### src/rtl/jam_cost_server.sv
// jam_cost_server: loads the 8x8 cost table for the assignment engine, serves lookups while it runs,
// and hands its result downstream before re-arming for the next table.
module jam_cost_server #(
    parameter int DATA_W = 7,
    parameter int CNT_W  = 16
) (
    input  logic              CLK,
    input  logic              RST,
    input  logic              in_valid,
    input  logic [DATA_W-1:0] in_data,
    output logic              in_ready,
    output logic              jam_rst,
    input  logic [2:0]        W,
    input  logic [2:0]        J,
    output logic [DATA_W-1:0] Cost,
    input  logic              jam_valid,
    input  logic [9:0]        jam_min_cost,
    input  logic [3:0]        jam_match_count,
    output logic              res_valid,
    input  logic              res_ready,
    output logic [9:0]        res_cost,
    output logic [3:0]        res_count,
    output logic [CNT_W-1:0]  res_cycles,
    output logic [12:0]       load_sum
);
    typedef enum logic [1:0] {LOAD, RUN, REPORT} state_t;
    state_t            state_q, state_d;
    logic [5:0]        addr_q, addr_d;
    logic              jam_rst_q, jam_rst_d;
    logic              res_valid_q, res_valid_d;
    logic [9:0]        res_cost_q, res_cost_d;
    logic [3:0]        res_count_q, res_count_d;
    logic [CNT_W-1:0]  res_cycles_q, res_cycles_d;
    logic [CNT_W-1:0]  cnt_q, cnt_d;
    logic [12:0]       load_sum_q, load_sum_d;
    logic [DATA_W-1:0] mem [64];
    logic              accept, capture, res_fire;

    assign accept   = in_valid && state_q == LOAD;
    assign capture  = jam_valid && state_q == RUN;
    assign res_fire = res_valid_q && res_ready;

    always_ff @(posedge CLK or posedge RST) begin
        if (RST) begin
            state_q      <= LOAD;
            addr_q       <= '0;
            jam_rst_q    <= 1'b1;
            res_valid_q  <= 1'b0;
            res_cost_q   <= '0;
            res_count_q  <= '0;
            res_cycles_q <= '0;
            cnt_q        <= '0;
            load_sum_q   <= '0;
        end else begin
            state_q      <= state_d;
            addr_q       <= addr_d;
            jam_rst_q    <= jam_rst_d;
            res_valid_q  <= res_valid_d;
            res_cost_q   <= res_cost_d;
            res_count_q  <= res_count_d;
            res_cycles_q <= res_cycles_d;
            cnt_q        <= cnt_d;
            load_sum_q   <= load_sum_d;
        end
    end

    // Table storage is deliberately not reset; RUN is only reachable after a full 64-beat load.
    always_ff @(posedge CLK) begin
        if (accept) mem[addr_q] <= in_data;
    end

    always_comb begin
        state_d = (accept && addr_q == 6'd63) ? RUN :
                  capture                     ? REPORT :
                  res_fire                    ? LOAD : state_q;
    end

    always_comb begin
        addr_d       = accept ? addr_q + 6'd1 : res_fire ? 6'd0 : addr_q;
        load_sum_d   = accept ? load_sum_q + 13'(in_data) : res_fire ? 13'd0 : load_sum_q;
        cnt_d        = state_q == LOAD ? '0 :
                       (state_q == RUN && !jam_valid && cnt_q != '1) ? cnt_q + CNT_W'(1) : cnt_q;
        res_valid_d  = capture ? 1'b1 : res_fire ? 1'b0 : res_valid_q;
        res_cost_d   = capture ? jam_min_cost : res_cost_q;
        res_count_d  = capture ? jam_match_count : res_count_q;
        res_cycles_d = capture ? cnt_q : res_cycles_q;
        jam_rst_d    = state_d == LOAD;
    end

    always_comb begin
        in_ready = state_q == LOAD;
        Cost     = state_q == RUN ? mem[{W, J}] : '0;
    end

    assign jam_rst    = jam_rst_q;
    assign res_valid  = res_valid_q;
    assign res_cost   = res_cost_q;
    assign res_count  = res_count_q;
    assign res_cycles = res_cycles_q;
    assign load_sum   = load_sum_q;
endmodule

### config.mk
export PLATFORM = sky130hd
export DESIGN_NAME = jam_cost_server
export DESIGN_NICKNAME = d
export VERILOG_FILES = /design/src/rtl/jam_cost_server.sv
export SDC_FILE = /design/constraint.sdc
export NUM_CORES = 1
export LEC_CHECK = 0
export ABC_AREA = 1
export CORE_UTILIZATION = 61
export DETAILED_ROUTE_END_ITERATION = 7
export GPL_TIMING_DRIVEN = 0
export PLACE_DENSITY = 0.8
export SLEW_MARGIN = 20
export SYNTH_ARGS = -nofsm -noshare
export SYNTH_HDL_FRONTEND = slang
export SYNTH_SLANG_ARGS = --single-unit
### constraint.sdc
create_clock -name CLK -period 2.7 [get_ports CLK]
set_input_delay 0.54 -clock CLK [delete_from_list [all_inputs] [get_ports CLK]]
set_output_delay 0.54 -clock CLK [all_outputs]
set_load 0.05 [all_outputs]
# Word-level counts from Yosys, hierarchy flattened

Memory sizes are Yosys's and may differ from the RTL's.
Cells that the tools add are included.

Flip-flop bits (word level): 69
Bits in latches: 0
Bits in writable memories: 448
Bits in read-only memories: 0
Input bits: 32
Output and inout port bits: 53
Word-level logic and storage cells: 42
Memories: 1

Memories:

| name | depth | width | rd ports | clocked after Yosys merged registers in | write ports | RTL line | source |
|---|---|---|---|---|---|---|---|
| mem  | 64    | 7     | 1        | 0                                       | 1           | 36       | `logic [DATA_W-1:0] mem [64];` |

Add/subtract/negate cells: 3
Multipliers: 0
Divide/modulo/power cells: 0
$lt $le $gt $ge: 0
Eq/ne operators: 3
Shift operators: 0
Multiplexer cells: 14
Bitwise gates (word level): 0
Reduce and logical (&&, ||, !) cells: 12

Operators with widths:

| kind                                                | number |
|---|---|
| 2-to-1 mux 16 bit                                   | 2 |
| 2-to-1 mux 13 bit                                   | 2 |
| adder 16 x 1 -> 16 bit, second input constant       | 1 |
| != test 16 bit, second input constant               | 1 |
| adder 13 x 7 -> 13 bit                              | 1 |
| 2-to-1 mux 6 bit                                    | 2 |
| 2-to-1 mux 7 bit                                    | 1 |
| adder 6 x 1 -> 6 bit, second input constant         | 1 |
| equality test 6 bit, second input constant          | 1 |
| logical AND 1 bit                                   | 6 |
| 2-to-1 mux 2 bit                                    | 3 |
| nonzero test 2 bit                                  | 3 |
| zero test 2 bit                                     | 2 |
| 2-to-1 mux 1 bit                                    | 4 |
| equality test 2 x 1 -> 1 bit, second input constant | 1 |
| zero test 1 bit                                     | 1 |

# Logic depth before layout (Yosys ltp)

Word-level depth: 5
Mapped depth: 14
Depth with buffers taken out: 14

# Worst setup path after synthesis

No wires, ideal clock.

Path kind: input -> output
Start point: in J[1]
End point: out Cost[4]
Arrival time: 2.211 ns
Data required time: 2.160 ns
Slack: -0.051 ns
Stages: 11
Buffers on the path: 3
Cell sequence: buf_2 inv_1 buf_4 buf_2 nand3_1 nand3_1 nand2_1 nand2_1 nand3_1 nand3_1 a21oi_1

Longest elaborated chain between the ends: 2

RTL lines:

| item                     | RTL line | source |
|---|---|---|
| start, declared          | 14       | `input logic [2:0] J,` |
| memory read (64 x 7 bit) | -        |  |
| 2-to-1 mux 7 bit         | 92       | `Cost = state_q == RUN ? mem[{W, J}] : '0;` |
| end, declared            | 15       | `output logic [DATA_W-1:0] Cost,` |

Every way passes these cells.

# Worst setup path in the final report

Start point: reg state_q[0]
End point: mem mem[58][6] (enable)

Longest elaborated chain between the ends: 4

RTL lines:

| item                                   | RTL line | source |
|---|---|---|
| start, declared                        | 27       | `state_t state_q, state_d;` |
| start signal, assigned                 | 55       | `state_q <= state_d;` |
| zero test 2 bit                        | 39       | `assign accept = in_valid && state_q == LOAD;` |
| logical AND 1 bit                      | 39       |  |
| 2-to-1 mux 1 bit                       | 69       | `if (accept) mem[addr_q] <= in_data;` |
| 2-to-1 mux 1 bit (implied by the code) | 69       |  |
| end, declared                          | 36       |  |

Every way passes these cells.

==> results.py <==
metrics = {
    "outcome": {
        "status": "finished, violations left",
        "failed_checks": "setup timing",
    },
    "yosys": {
        "synth_top_area_share": 0.617,
        "netlist_instances": 1996,
        "ys_warn_count": 0,
        "ys_ff_latch": 517,
        "ys_seq_area_frac": 0.696,
        "ys_async_sr_fraction": 0.133,
        "synth-edff-count": 448,
        "synth_fp_nets": 2038,
        "ys_types": 37,
        "yosysTopAreaCell": "edfxtp_1",
        "synth_area_leaders": "edfxtp_1 (62%), nand2_1 (12%), nand3_1 (9.4%)",
        "synth.avg_cell_area_sq_um": 10.9,
        "synth_flop_cell": "edfxtp_1",
        "syn_area_sq_mm": 0.0218,
    },
    "final_layout": {
        "layout-drive-gt1-share": 0.157,
        "multi_input_area_sq_mm": 0.00631,
        "final_common_cell": "nand2_1",
        "most-common-layout-cells": "nand2_1 (682), edfxtp_1 (448), nand3_1 (340)",
        "area_growth_pct": 21.0,
        "num_antenna_cells": 0,
        "fin_nets": 2193,
        "regArea_sq_mm": 0.0152,
        "num-fill-cells": 2122,
        "fin_cells": 2648,
    },
    "placement": {
        "place_inst": 2536,
        "dp_slack_ns": -1.44,
        "place_congestion": 1.01,
        "port_buffers": 81,
        "hpwl_mm": 40.9,
    },
    "worst_setup_path": {
        "crit_fanout": 10,
        "path_class": "register to register",
        "crit_arrival_ns": 3.03,
        "regToRegSetupSlack_ns": -0.10,
        "max_stage_delay_ns": 0.63,
        "crit_family": "simple AND/OR/NAND/NOR gates",
        "setup.worst_path.end_class": "register",
        "start_kind": "register",
        "crit_top_cell": "nand2_1",
        "crit_required_ns": 2.92,
        "cp_num_buf_inv": 1,
        "path_cells": "nor2_4, nand2_1, buf_2, nor2_1, nand2_1, nor2_2",
        "crit_slowest_cell": "nor2_2",
    },
    "drt": {
        "drcViolationCount": 0,
        "drtIter0Drc": 2136,
        "wire_per_inst_um": 24.3,
        "vias": 16503,
        "vias_per_cell": 6.23,
        "wl_mm": 64.4,
        "ant_nets": 0,
        "first_pass_iters": 6,
    },
    "grt": {
        "track_usage": 0.350,
        "grt_pass1_wl_mm": 92.5,
        "grt_start_max_net_pins": 66,
        "grt-ovfl-total": 0,
        "first_global_vias": 15526,
        "antenna_found_initial": 1,
    },
    "power_and_ir_drop": {
        "max-vdd-ir-drop_mv": 0.609,
        "p_per_area_mw_per_mm2": 735,
        "leakagePower_nw": 10.1,
    },
    "floorplan": {
        "die_h_um": 191,
        "core_sq_mm": 0.0349,
        "num_rows": 68,
        "die_w_um": 191,
        "die_area_sq_mm": 0.0365,
        "start_util": 0.625,
        "pin_count": 85,
    },
    "sta": {
        "finalSetupTns_ns": -3.83,
        "setup_violations": 100,
        "finalMaxSlewViolations": 0,
        "worst_slew_pin_slew_ns": 0.922,
        "skew_ns": 0.0233,
        "grt_setup_unrepaired": "true",
        "period_share": 1.04,
        "max_slew_margin": 0.383,
        "hold_viol": 0,
        "post-route-min-period_ns": 2.80,
        "max_freq_mhz": 357,
        "worst_slack_ns": -0.101,
    },
    "run": {
        "drv_cap": 0,
    },
    "clock_tree": {
        "clkTransAtPathRegs_ns": 0.07,
        "clk_path_buf_depth": 3,
        "h-tree-depth": 2,
        "cts_tree": "done",
        "numCtsBuffers": 51,
        "cts_root_buffer": "clkbuf_16",
        "cts_sinks": 517,
        "clkLatencyLatePin_ns": 0.59,
        "hold_buffers": 0,
    },
    "worst_hold_path": {
        "hold_path.class": "input pin to async pin",
    },
}
per-layer routing:
layer  GRT usage  vias to the layer above  share of wire
met4       0.176                        0          0.053
met3      0.0652                      219           0.12
li1            -                     7205              -
met2       0.547                     1272           0.46
met1       0.473                     7807           0.36
met5           0                        -              0
repair_timing:
item | CTS | global route
pin swaps | 9 | 22
resized for setup | 200 | 156
gates cloned | 3 | 7
buffers inserted | 7 | 2
setup endpoints to repair | 115 | 246
path summary, 6_finish.rpt:
kind                                               from  depth (start not counted)                      end
max in group asynchronous                           RST                          3        jam_rst$_DFF_PP1_
worst max register to register     state_q[0]$_DFF_PP0_                          6     mem[58][6]$_DFFE_PP_
worst min-delay path                                RST                          2  res_cost[0]$_DFFE_PP0P_
worst min register to register  res_cost[4]$_DFFE_PP0P_                          2  res_cost[4]$_DFFE_PP0P_
worst max-delay path               state_q[0]$_DFF_PP0_                          6     mem[58][6]$_DFFE_PP_
min in group CLK                             in_data[1]                          1     mem[42][1]$_DFFE_PP_
cells in the mapped netlist, types with 2 or more instances:
cell / number
ha_1: 9
buf_2: 37
nor2_4: 2
a21o_1: 2
clkbuf_1: 25
nor3_1: 13
nand3_1: 408
inv_1: 59
buf_6: 15
edfxtp_1: 448
o21ai_0: 44
dfrtp_1: 68
nor2_1: 96
inv_2: 2
o21ai_1: 2
a21oi_1: 19
nand2_1: 691
nand4_1: 5
buf_1: 9
xor2_1: 7
clkinv_1: 2
buf_4: 18
power by group:
group          switching (mW)  internal [mW]  total [mW]
combinational            2.02          0.860        2.88
sequential              0.190           8.99        9.18
clock                    3.03           4.30        7.33
total                    5.25           14.2        19.4
cells by family (layout without fill, tap and decap cells):
group | count (synthesis) | in the layout | share of synthesized area
compound gates | 72 | 72 | 0.0173
xor+xnor | 7 | 7 | 0.00281
buf+inv | 169 | 366 | 0.0402
fa+ha+maj | 10 | 10 | 0.00608
flops | 517 | 517 | 0.696
simple gates | 1221 | 1221 | 0.237
stage by stage:
step / power [mW] / hold slack, ns / utilization / area (sq um)
floorplan: 10.9 / 0.516 / - / 21800
global placement: 11.8 / 0.455 / 0.665 / 23200
detailed placement: 11.8 / 0.463 / 0.668 / 23300
CTS: 19.1 / 0.214 / 0.734 / 25600
global route: 19.8 / 0.250 / 0.756 / 26400
finish: 19.4 / 0.214 / 0.756 / 26400
area by class of cell:
| class | count | share of cell area |
|---|---|---|
| tap | 455 | 0.0216 |
| inverter | 64 | 0.00977 |
| timing repair buffer | 103 | 0.0460 |
| timing repair inverter | 1 | 0.000237 |
| sequential | 517 | 0.575 |
| buffer | 103 | 0.0430 |
| multi-input combinational | 1310 | 0.239 |
| clock inverter | 31 | 0.0138 |
| clock buffer | 64 | 0.0510 |
state kept, by name, indices dropped and copies added, names as in the netlist:
register	cells
cnt_q	16
mem	448
res_count	4
state_q	2
addr_q	6
res_valid	1
res_cost	10
jam_rst	1
res_cycles	16
load_sum	13
(Power assumes the default switching activity.)
